**src/rtl/iob_gpio_in_cond_pkg.sv**
```systemverilog
// Shared definitions for the GPIO input conditioner: default widths,
// register word indices and register reset values.
package iob_gpio_in_cond_pkg;

   localparam int unsigned GPIO_W_DEF = 32;
   localparam int unsigned DATA_W_DEF = 32;
   localparam int unsigned ADDR_W_DEF = 5;
   localparam int unsigned DEB_W_DEF  = 16;

   // Word index of each register (byte address >> 2)
   typedef enum logic [2:0] {
      REG_DEB_CYCLES = 3'd0,
      REG_RISE_EN    = 3'd1,
      REG_FALL_EN    = 3'd2,
      REG_IRQ_EN     = 3'd3,
      REG_VALUE      = 3'd4,
      REG_EVENT      = 3'd5
   } reg_idx_e;

   localparam logic [ADDR_W_DEF-1:0] ADDR_DEB_CYCLES = 5'h00;
   localparam logic [ADDR_W_DEF-1:0] ADDR_RISE_EN    = 5'h04;
   localparam logic [ADDR_W_DEF-1:0] ADDR_FALL_EN    = 5'h08;
   localparam logic [ADDR_W_DEF-1:0] ADDR_IRQ_EN     = 5'h0C;
   localparam logic [ADDR_W_DEF-1:0] ADDR_VALUE      = 5'h10;
   localparam logic [ADDR_W_DEF-1:0] ADDR_EVENT      = 5'h14;

   localparam logic [DATA_W_DEF-1:0] RST_DEB_CYCLES = 32'h0;
   localparam logic [DATA_W_DEF-1:0] RST_RISE_EN    = 32'h0;
   localparam logic [DATA_W_DEF-1:0] RST_FALL_EN    = 32'h0;
   localparam logic [DATA_W_DEF-1:0] RST_IRQ_EN     = 32'h0;
   localparam logic [DATA_W_DEF-1:0] RST_EVENT      = 32'h0;

endpackage

```
**src/rtl/iob_gpio_debounce.sv**
```systemverilog
// One input pin: 2-flop synchronizer, programmable debounce counter and
// stable-level flop, with single-cycle rise/fall strobes.
module iob_gpio_debounce
   import iob_gpio_in_cond_pkg::*;
#(
   parameter int unsigned DEB_W = DEB_W_DEF
) (
   input  logic             clk,
   input  logic             rst,
   input  logic             i_pin,
   input  logic [DEB_W-1:0] i_deb_cycles,
   output logic             o_stable,
   output logic             o_rise_c,
   output logic             o_fall_c
);

   logic             r_sync1;
   logic             r_sync2;
   logic             r_stable;
   logic [DEB_W-1:0] r_cnt;

   logic w_diff;
   logic w_done;
   logic w_cnt_max;

   assign w_diff    = r_sync2 ^ r_stable;
   // >= lets a lowered threshold complete an in-flight count immediately
   assign w_done    = w_diff & (r_cnt >= i_deb_cycles);
   assign w_cnt_max = &r_cnt;

   always_ff @(posedge clk) begin
      if (rst) begin
         r_sync1  <= 1'b0;
         r_sync2  <= 1'b0;
         r_stable <= 1'b0;
         r_cnt    <= '0;
      end else begin
         r_sync1 <= i_pin;
         r_sync2 <= r_sync1;
         if (!w_diff) begin
            r_cnt <= '0;
         end else if (w_done) begin
            r_stable <= r_sync2;
            r_cnt    <= '0;
         end else if (!w_cnt_max) begin
            r_cnt <= r_cnt + DEB_W'(1);
         end
      end
   end

   assign o_stable = r_stable;
   assign o_rise_c = w_done & r_sync2;
   assign o_fall_c = w_done & ~r_sync2;

endmodule

```
**src/rtl/iob_gpio_in_cond.sv**
```systemverilog
// GPIO input conditioner: per-pin synchronize/debounce, sticky edge events
// with W1C clear, masked level interrupt, IOb native slave register file.
module iob_gpio_in_cond
   import iob_gpio_in_cond_pkg::*;
#(
   parameter int unsigned GPIO_W = GPIO_W_DEF,
   parameter int unsigned DATA_W = DATA_W_DEF,
   parameter int unsigned ADDR_W = ADDR_W_DEF,
   parameter int unsigned DEB_W  = DEB_W_DEF
) (
   input  logic                clk,
   input  logic                rst,
   input  logic                valid,
   input  logic [ADDR_W-1:0]   address,
   input  logic [DATA_W-1:0]   wdata,
   input  logic [DATA_W/8-1:0] wstrb,
   output logic [DATA_W-1:0]   rdata,
   output logic                ready,
   input  logic [GPIO_W-1:0]   gpio_input,
   output logic [GPIO_W-1:0]   gpio_value,
   output logic                irq
);

   localparam int unsigned IDX_W = ADDR_W - 2;
   localparam int unsigned NB    = DATA_W / 8;

   logic [DEB_W-1:0]  r_deb_cycles;
   logic [GPIO_W-1:0] r_rise_en;
   logic [GPIO_W-1:0] r_fall_en;
   logic [GPIO_W-1:0] r_irq_en;
   logic [GPIO_W-1:0] r_event;
   logic [DATA_W-1:0] r_rdata;
   logic              r_ready;
   logic              r_irq;

   logic [IDX_W-1:0]  w_idx;
   logic              w_wr;
   logic              w_rd;
   logic [DATA_W-1:0] w_bmask;
   logic [DATA_W-1:0] w_wbits;
   logic [DATA_W-1:0] w_rdata;
   logic [GPIO_W-1:0] w_stable;
   logic [GPIO_W-1:0] w_rise;
   logic [GPIO_W-1:0] w_fall;
   logic [GPIO_W-1:0] w_set;
   logic [GPIO_W-1:0] w_clr;
   logic              w_unused_addr;

   assign w_unused_addr = ^address[1:0];
   assign w_idx         = address[ADDR_W-1:2];
   assign w_wr          = valid & (|wstrb);
   assign w_rd          = valid & ~(|wstrb);

   for (genvar b = 0; b < NB; b++) begin : g_bmask
      assign w_bmask[8*b +: 8] = {8{wstrb[b]}};
   end

   assign w_wbits = wdata & w_bmask;

   // Byte-strobed update of a register zero-extended to the bus width
   function automatic logic [DATA_W-1:0] merge(input logic [DATA_W-1:0] old_val,
                                               input logic [DATA_W-1:0] bmask,
                                               input logic [DATA_W-1:0] wbits);
      return (old_val & ~bmask) | wbits;
   endfunction

   for (genvar i = 0; i < GPIO_W; i++) begin : g_pin
      iob_gpio_debounce #(
         .DEB_W (DEB_W)
      ) u_deb (
         .clk          (clk),
         .rst          (rst),
         .i_pin        (gpio_input[i]),
         .i_deb_cycles (r_deb_cycles),
         .o_stable     (w_stable[i]),
         .o_rise_c     (w_rise[i]),
         .o_fall_c     (w_fall[i])
      );
   end

   assign w_set = (w_rise & r_rise_en) | (w_fall & r_fall_en);
   assign w_clr = (w_wr && (w_idx == IDX_W'(REG_EVENT))) ? w_wbits[GPIO_W-1:0] : '0;

   always_comb begin
      w_rdata = '0;
      case (w_idx)
         IDX_W'(REG_DEB_CYCLES): w_rdata = DATA_W'(r_deb_cycles);
         IDX_W'(REG_RISE_EN):    w_rdata = DATA_W'(r_rise_en);
         IDX_W'(REG_FALL_EN):    w_rdata = DATA_W'(r_fall_en);
         IDX_W'(REG_IRQ_EN):     w_rdata = DATA_W'(r_irq_en);
         IDX_W'(REG_VALUE):      w_rdata = DATA_W'(w_stable);
         IDX_W'(REG_EVENT):      w_rdata = DATA_W'(r_event);
         default:                w_rdata = '0;
      endcase
   end

   // Config registers; writes to VALUE or unmapped words fall through
   always_ff @(posedge clk) begin
      if (rst) begin
         r_deb_cycles <= RST_DEB_CYCLES[DEB_W-1:0];
         r_rise_en    <= RST_RISE_EN[GPIO_W-1:0];
         r_fall_en    <= RST_FALL_EN[GPIO_W-1:0];
         r_irq_en     <= RST_IRQ_EN[GPIO_W-1:0];
      end else if (w_wr) begin
         case (w_idx)
            IDX_W'(REG_DEB_CYCLES):
               r_deb_cycles <= DEB_W'(merge(DATA_W'(r_deb_cycles), w_bmask, w_wbits));
            IDX_W'(REG_RISE_EN):
               r_rise_en <= GPIO_W'(merge(DATA_W'(r_rise_en), w_bmask, w_wbits));
            IDX_W'(REG_FALL_EN):
               r_fall_en <= GPIO_W'(merge(DATA_W'(r_fall_en), w_bmask, w_wbits));
            IDX_W'(REG_IRQ_EN):
               r_irq_en <= GPIO_W'(merge(DATA_W'(r_irq_en), w_bmask, w_wbits));
            default: ;
         endcase
      end
   end

   // Sticky events: a new edge in the same cycle as its W1C keeps the bit set
   always_ff @(posedge clk) begin
      if (rst) begin
         r_event <= RST_EVENT[GPIO_W-1:0];
         r_irq   <= 1'b0;
      end else begin
         r_event <= (r_event & ~w_clr) | w_set;
         r_irq   <= |(r_event & r_irq_en);
      end
   end

   always_ff @(posedge clk) begin
      if (rst) begin
         r_rdata <= '0;
         r_ready <= 1'b0;
      end else begin
         r_ready <= valid;
         r_rdata <= w_rd ? w_rdata : '0;
      end
   end

   assign rdata      = r_rdata;
   assign ready      = r_ready;
   assign irq        = r_irq;
   assign gpio_value = w_stable;

endmodule
```
**config.mk**
```make
export PLATFORM = sky130hd
export DESIGN_NAME = iob_gpio_in_cond
export DESIGN_NICKNAME = d
export VERILOG_FILES = /design/src/rtl/iob_gpio_in_cond_pkg.sv /design/src/rtl/iob_gpio_debounce.sv /design/src/rtl/iob_gpio_in_cond.sv
export SDC_FILE = /design/constraint.sdc
export NUM_CORES = 2
export LEC_CHECK = 0
export ABC_AREA = 1
export BUFFER_PORTS_ARGS = -buffer_cell sky130_fd_sc_hd__buf_2
export CAP_MARGIN = 20
export CORE_MARGIN = 1
export CORE_UTILIZATION = 46
export DETAILED_ROUTE_END_ITERATION = 8
export GPL_TIMING_DRIVEN = 0
export HOLD_SLACK_MARGIN = 0.02
export PLACE_DENSITY_LB_ADDON = 0.05
export SYNTH_ARGS = -nofsm -noshare
export SYNTH_HDL_FRONTEND = slang
export SYNTH_HIERARCHICAL = 1
export SYNTH_SLANG_ARGS = --single-unit
export TNS_END_PERCENT = 100
```
**constraint.sdc**
```tcl
create_clock -name clk -period 3.45 [get_ports clk]
set_input_delay 0.69 -clock clk [delete_from_list [all_inputs] [get_ports clk]]
set_output_delay 0.69 -clock clk [all_outputs]
set_load 0.01 [all_outputs]
```
### Word level (Yosys, flattened, before mapping)

Cells that the tools add are included.

* bitwise operators: 213
* magnitude comparators: 32
* add/sub/neg operators: 32
* muxes and demuxes: 2
* multipliers: 0
* eq/ne operators: 5
* reduce and logical (&&, ||, !) cells: 105
* shift-type cells: 0
* div/mod/pow operators: 0

Operator list (number)
* adder 16 x 1 -> 16 bit, second input constant: 32
* >= comparator 16 bit: 32
* AND reduction 16 bit: 32
* AND 32 bit: 8
* one-hot mux 32 bit (6 select lines): 1
* bitwise OR 32 bit: 5
* AND 1 bit: 98
* OR reduction 3 bit: 32
* AND reduction 2 bit: 36
* NOT 1 bit: 66
* NOT 32 bit: 2
* two-way mux 32 bit: 1
* OR reduction 32 bit: 1
* bitwise XOR 1 bit: 32
* AND 16 bit: 1
* bitwise OR 16 bit: 1
* == test 3 x 2 -> 1 bit, second input constant: 2
* == test 3 bit, second input constant: 2
* OR reduction 4 bit: 1
* == test 3 x 1 -> 1 bit, second input constant: 1
* logical NOT 3 bit: 1
* OR reduction 2 bit: 1
* logical AND 1 bit: 1

* memory bits (read-only): 0
* memories: 0
* latch bits: 0
* bits in writable memories: 0
* word-level logic and storage cells: 525
* flip-flop bits (word level): 786
* output and inout bits: 66
* input bits: 76

### Depth between registers and ports, before layout

* depth after elaboration: 7
* depth in mapped cells: 16
* mapped depth without buffers: 16

### Cells and area by module

The synthesis kept the hierarchy.

By module, submodules not included
* iob_gpio_debounce: area an instance 1427.6 µm², instances 32, seq. area each 380.4 µm², cells each 204
* iob_gpio_in_cond: area an instance 9397.8 µm², instances 1, seq. area each 3563.4 µm², cells each 1537

### Least setup slack after synthesis

Ideal clock, no wire load.

* path type: reg2reg
* start point: register with a tool-made name
* end point: register r_event[10]
* stages on the path, launching flop included: 15
* setup time: 0.132 ns
* data arrival time: 2.181 ns
* setup slack: 1.137 ns
* required time: 3.318 ns
* buffers on the path: 0
* cells stage by stage: dfxtp_1 ha_1 nand2_1 nor2_1 nor2_1 nand2_1 nand2_1 nand2_1 nand2_2 nand2_1 o21ai_0 nor2_1 a22o_1 inv_1 a21oi_1

RTL lines
* end signal: assignment: RTL line iob_gpio_in_cond.sv:122 `r_event <= RST_EVENT[GPIO_W-1:0];`
* end signal: assignment: RTL line iob_gpio_in_cond.sv:125 `r_event <= (r_event & ~w_clr) | w_set;`
* end: declaration: RTL line iob_gpio_in_cond.sv:31 `logic [GPIO_W-1:0] r_event;`

==> summary.txt <==
Synth
  – Netlist area before placement: 0.0551 mm²
  – Synthesized area per cell: around 7 µm²
  – Synth Instances: 8065
  – Fraction of registers with async set/reset: 0%
  – Fraction of the yosys area taken by sequential cells: 28.6%
  – Dominant cell by count in the synthesized netlist: nand2_1
  – Top cells by area, synth: dfxtp_1 29%, nand2_1 12%, ha_1 12%
  – Seq cells post-synth: 786
  – Total number of yosys warnings: 6
  – Number of flops mapped to enable cells by yosys: 0
  – Post-Syn Nets: 8685
  – Count of unique library cells instantiated by Yosys: 33
  – Leading area contributor after synthesis: dfxtp_1
  – Share of the synthesized area in the top cell type: 28.6%
  – Top_reg_cell synth: dfxtp_1
  – Most frequent cells after synthesis: 1831 x nand2_1, 1271 x inv_1, 1132 x nor2_1

Floorplan
  – Starting Density: 46.5%
  – Die Area: approximately 0.12 mm²
  – Width of the die: 348 µm
  – Count of boundary I/O pins: 142
  – Core Box Area: 0.118 mm²
  – Die Height: around 350 µm
  – Site Rows: about 130

GRT
  – Total congestion overflow: 0
  – Number of global-route vias before repair: 46119
  – Global-route wire length before repair: 256 mm
  – Total routing usage reported by global routing: 26.7%
  – Largest net degree at the start of global routing: 82
  – Number of antenna violations at the first check in global routing: 39

Detailed routing
  – Post-detailed-route DRC marker count: 0
  – Number of optimization iterations in the first detailed-route pass: 6
  – Number of vias per cell after detailed routing: roughly 5.0
  – Iter 0 DRT Violations: 3180
  – Number of nets with antenna violations after routing: 0
  – Total wire length: 163 mm
  – Total via count in the routed design: 50115
  – Routed wirelength normalized by instance count: 16.3 µm

Timing
  – Max frequency: 347 MHz
  – Fin worst setup slack: approximately 570 ps
  – RSZ-0062 raised after global routing: false
  – Setup Viol. Count Final: 0
  – Final-layout setup total negative slack: 0 ps
  – Pins over their slew limit: 0
  – Relative max-transition margin: a little over a third
  – Setup Skew: between 20 and 30 ps
  – Slew at the pin closest to its max-slew limit: 970 ps
  – Final worst-path cycle share: 83.5%
  – Minimum period implied by the final worst setup slack: 2880 ps
  – Hold Vio Cnt, Final: 0

Power
  – P_leak: 24.3 nW
  – IR Drop Worst-Case VDD: approximately 0.00036 V
  – Power per unit of standard cell area: 360 mW/mm²

Worst setup path
  – List of cells traversed by the critical path: buf_16 -> inv_1 -> ha_1 -> nand2_1 -> nor2_1 -> nor2_1 -> nand2_1 -> nand2_1 -> nand2_1 -> nand2_2 -> nand2_1 -> o21ai_0 -> nor2_1 -> a22o_1 -> inv_1 -> a21oi_1
  – Critical Path Slowest Stage Cell: dfxtp_4
  – Crit path arrival time: 3480 ps
  – Register-to-register setup slack: 570 ps
  – Critical path required time: 4050 ps
  – Most Frequent Cell on Critical Path: nand2_1
  – Reg-to-Reg End: r_event[12]
  – Category of the worst setup path launch point: flip-flop
  – Path type of the worst setup path: reg2reg
  – Length in cells of the worst reg-to-reg path: 16
  – Worst setup EP type: flip-flop
  – Critical path fanouts, max: 19
  – Worst stage delay on the critical path: 650 ps

Cells and area
  – Number of standard cells in the final layout excluding fillers: 9998
  – Area of combinational cells with multiple inputs: roughly 0.033 mm²
  – Storage element area: 0.0158 mm²
  – Finished Cell Area: roughly 0.06 mm²
  – Utilization of the core after routing: between 50% and 60%
  – Area Overhead vs Synth: 11.5%
  – Share of final-layout standard cells stronger than drive strength 1: 14.1%
  – Number of fill cells: 11939
  – Final net count: 8927

CTS
  – Hold-fix buffers, CTS: 0
  – Clock transition at path regs: 60 ps
  – H-tree lvl count: 3
  – Number of buffers created by CTS: 97
  – CTS tree: done
  – Clock insertion delay at the later pin of the skew report: 680 ps
  – Buffer cell driving the clock tree root: clkbuf_16
  – Gates resized, CTS repair: 0
  – CTS sink count: 786
  – Bufs on Longest Clock Path: 3
  – Number of buffers inserted by post-CTS setup repair: 0

Placed design
  – Number of port buffers: 133
  – HPWL after detailed placement: 114 mm
  – Routability Congestion: 0.864
  – Placed Cells incl. Taps: 9808
  – Area post-placement: 0.0581 mm²
  – Worst setup timing slack at the placement stage: a little over 100 ps

Job
  – Max-capacitance violation count: 0

Hold path
  – Worst Hold Endpoint: g_pin[11].u_deb/r_sync1
  – Start point of the worst hold path: gpio_input[11]
  – Class of the tightest hold or removal check: in2reg
  – Cell depth of the worst min-delay path: 3

Run status
  – Result of the run: finished, final reports clean
-- final cells by class --
cell class	count	area share (%)
Inverter	1434	8.76
Timing Repair Buffer	143	1.49
Clock buffer	137	4.63
Buffer	106	1.15
Multi-Input combinational cell	5739	54.1
Clock inverter	42	0.827
Sequential cell	786	25.7
Tap cell	1600	3.26
Antenna cell	11	0.0448
-- cells in the final DEF (no fill, tap or decap), types with 131 or more instances in the layout --
cell,synthesis,routed
buf_2,25,157
inv_1,1271,1271
nand2_1,1831,1831
dfxtp_1,786,770
nand3_1,369,369
inv_2,163,163
o21ai_1,131,131
ha_1,544,544
a21oi_2,160,160
nor2_4,132,132
nand4_1,225,225
a21oi_1,433,433
nor2_1,1132,1132
-- worst max-delay path, delay by kind of cell (launching register included) --
kind	cells	cell delay, ps
AOI/OAI and AO/OA	3	430
adders and majority gates	1	300
buffers and inverters	3	440
DFF	1	650
and+or+nand+nor	9	950
-- layer usage --
metal	part of all wire [%]	GRT usage (%)
met1	47	36.2
met2	45	44.2
met3	5.6	3.74
met4	2.4	7.27
met5	0.096	0
-- worst max-delay path by stage --
stage / startpoint / to
final: flip-flop / r_event[12]
after global routing: flip-flop / r_event[30]
after CTS: flip-flop / r_event[22]
after detailed placement: rst / rdata[19]
after global placement: flip-flop / r_event[12]
after floorplan: flip-flop / r_event[10]
-- where the power goes --
| part | switching [mW] | internal (mW) | leakage [nW] |
|---|---|---|---|
| clock network | 4.29 | 6.54 | 1.66 |
| logic | 1.27 | 0.601 | 16.2 |
| registers | 0.231 | 9.21 | 6.37 |
-- through the flow --
stage	hold slack (ps)	total power, mW
2_1_floorplan	388	10.8
3_3_place_gp	391	11.5
3_5_place_dp	394	11.5
4_1_cts	165	22.4
5_1_grt	204	23.0
6_report	212	22.1
-- kinds of logic after synthesis --
group	synth area share (%)
buffers and inverters	11.1
flip-flops	28.6
AO/OA/AOI/OAI	9.10
XOR/XNOR	3.05
AND/OR/NAND/NOR	35.9
adder cells (fa/ha/maj)	12.4
Power figures use the tool's default switching activity.
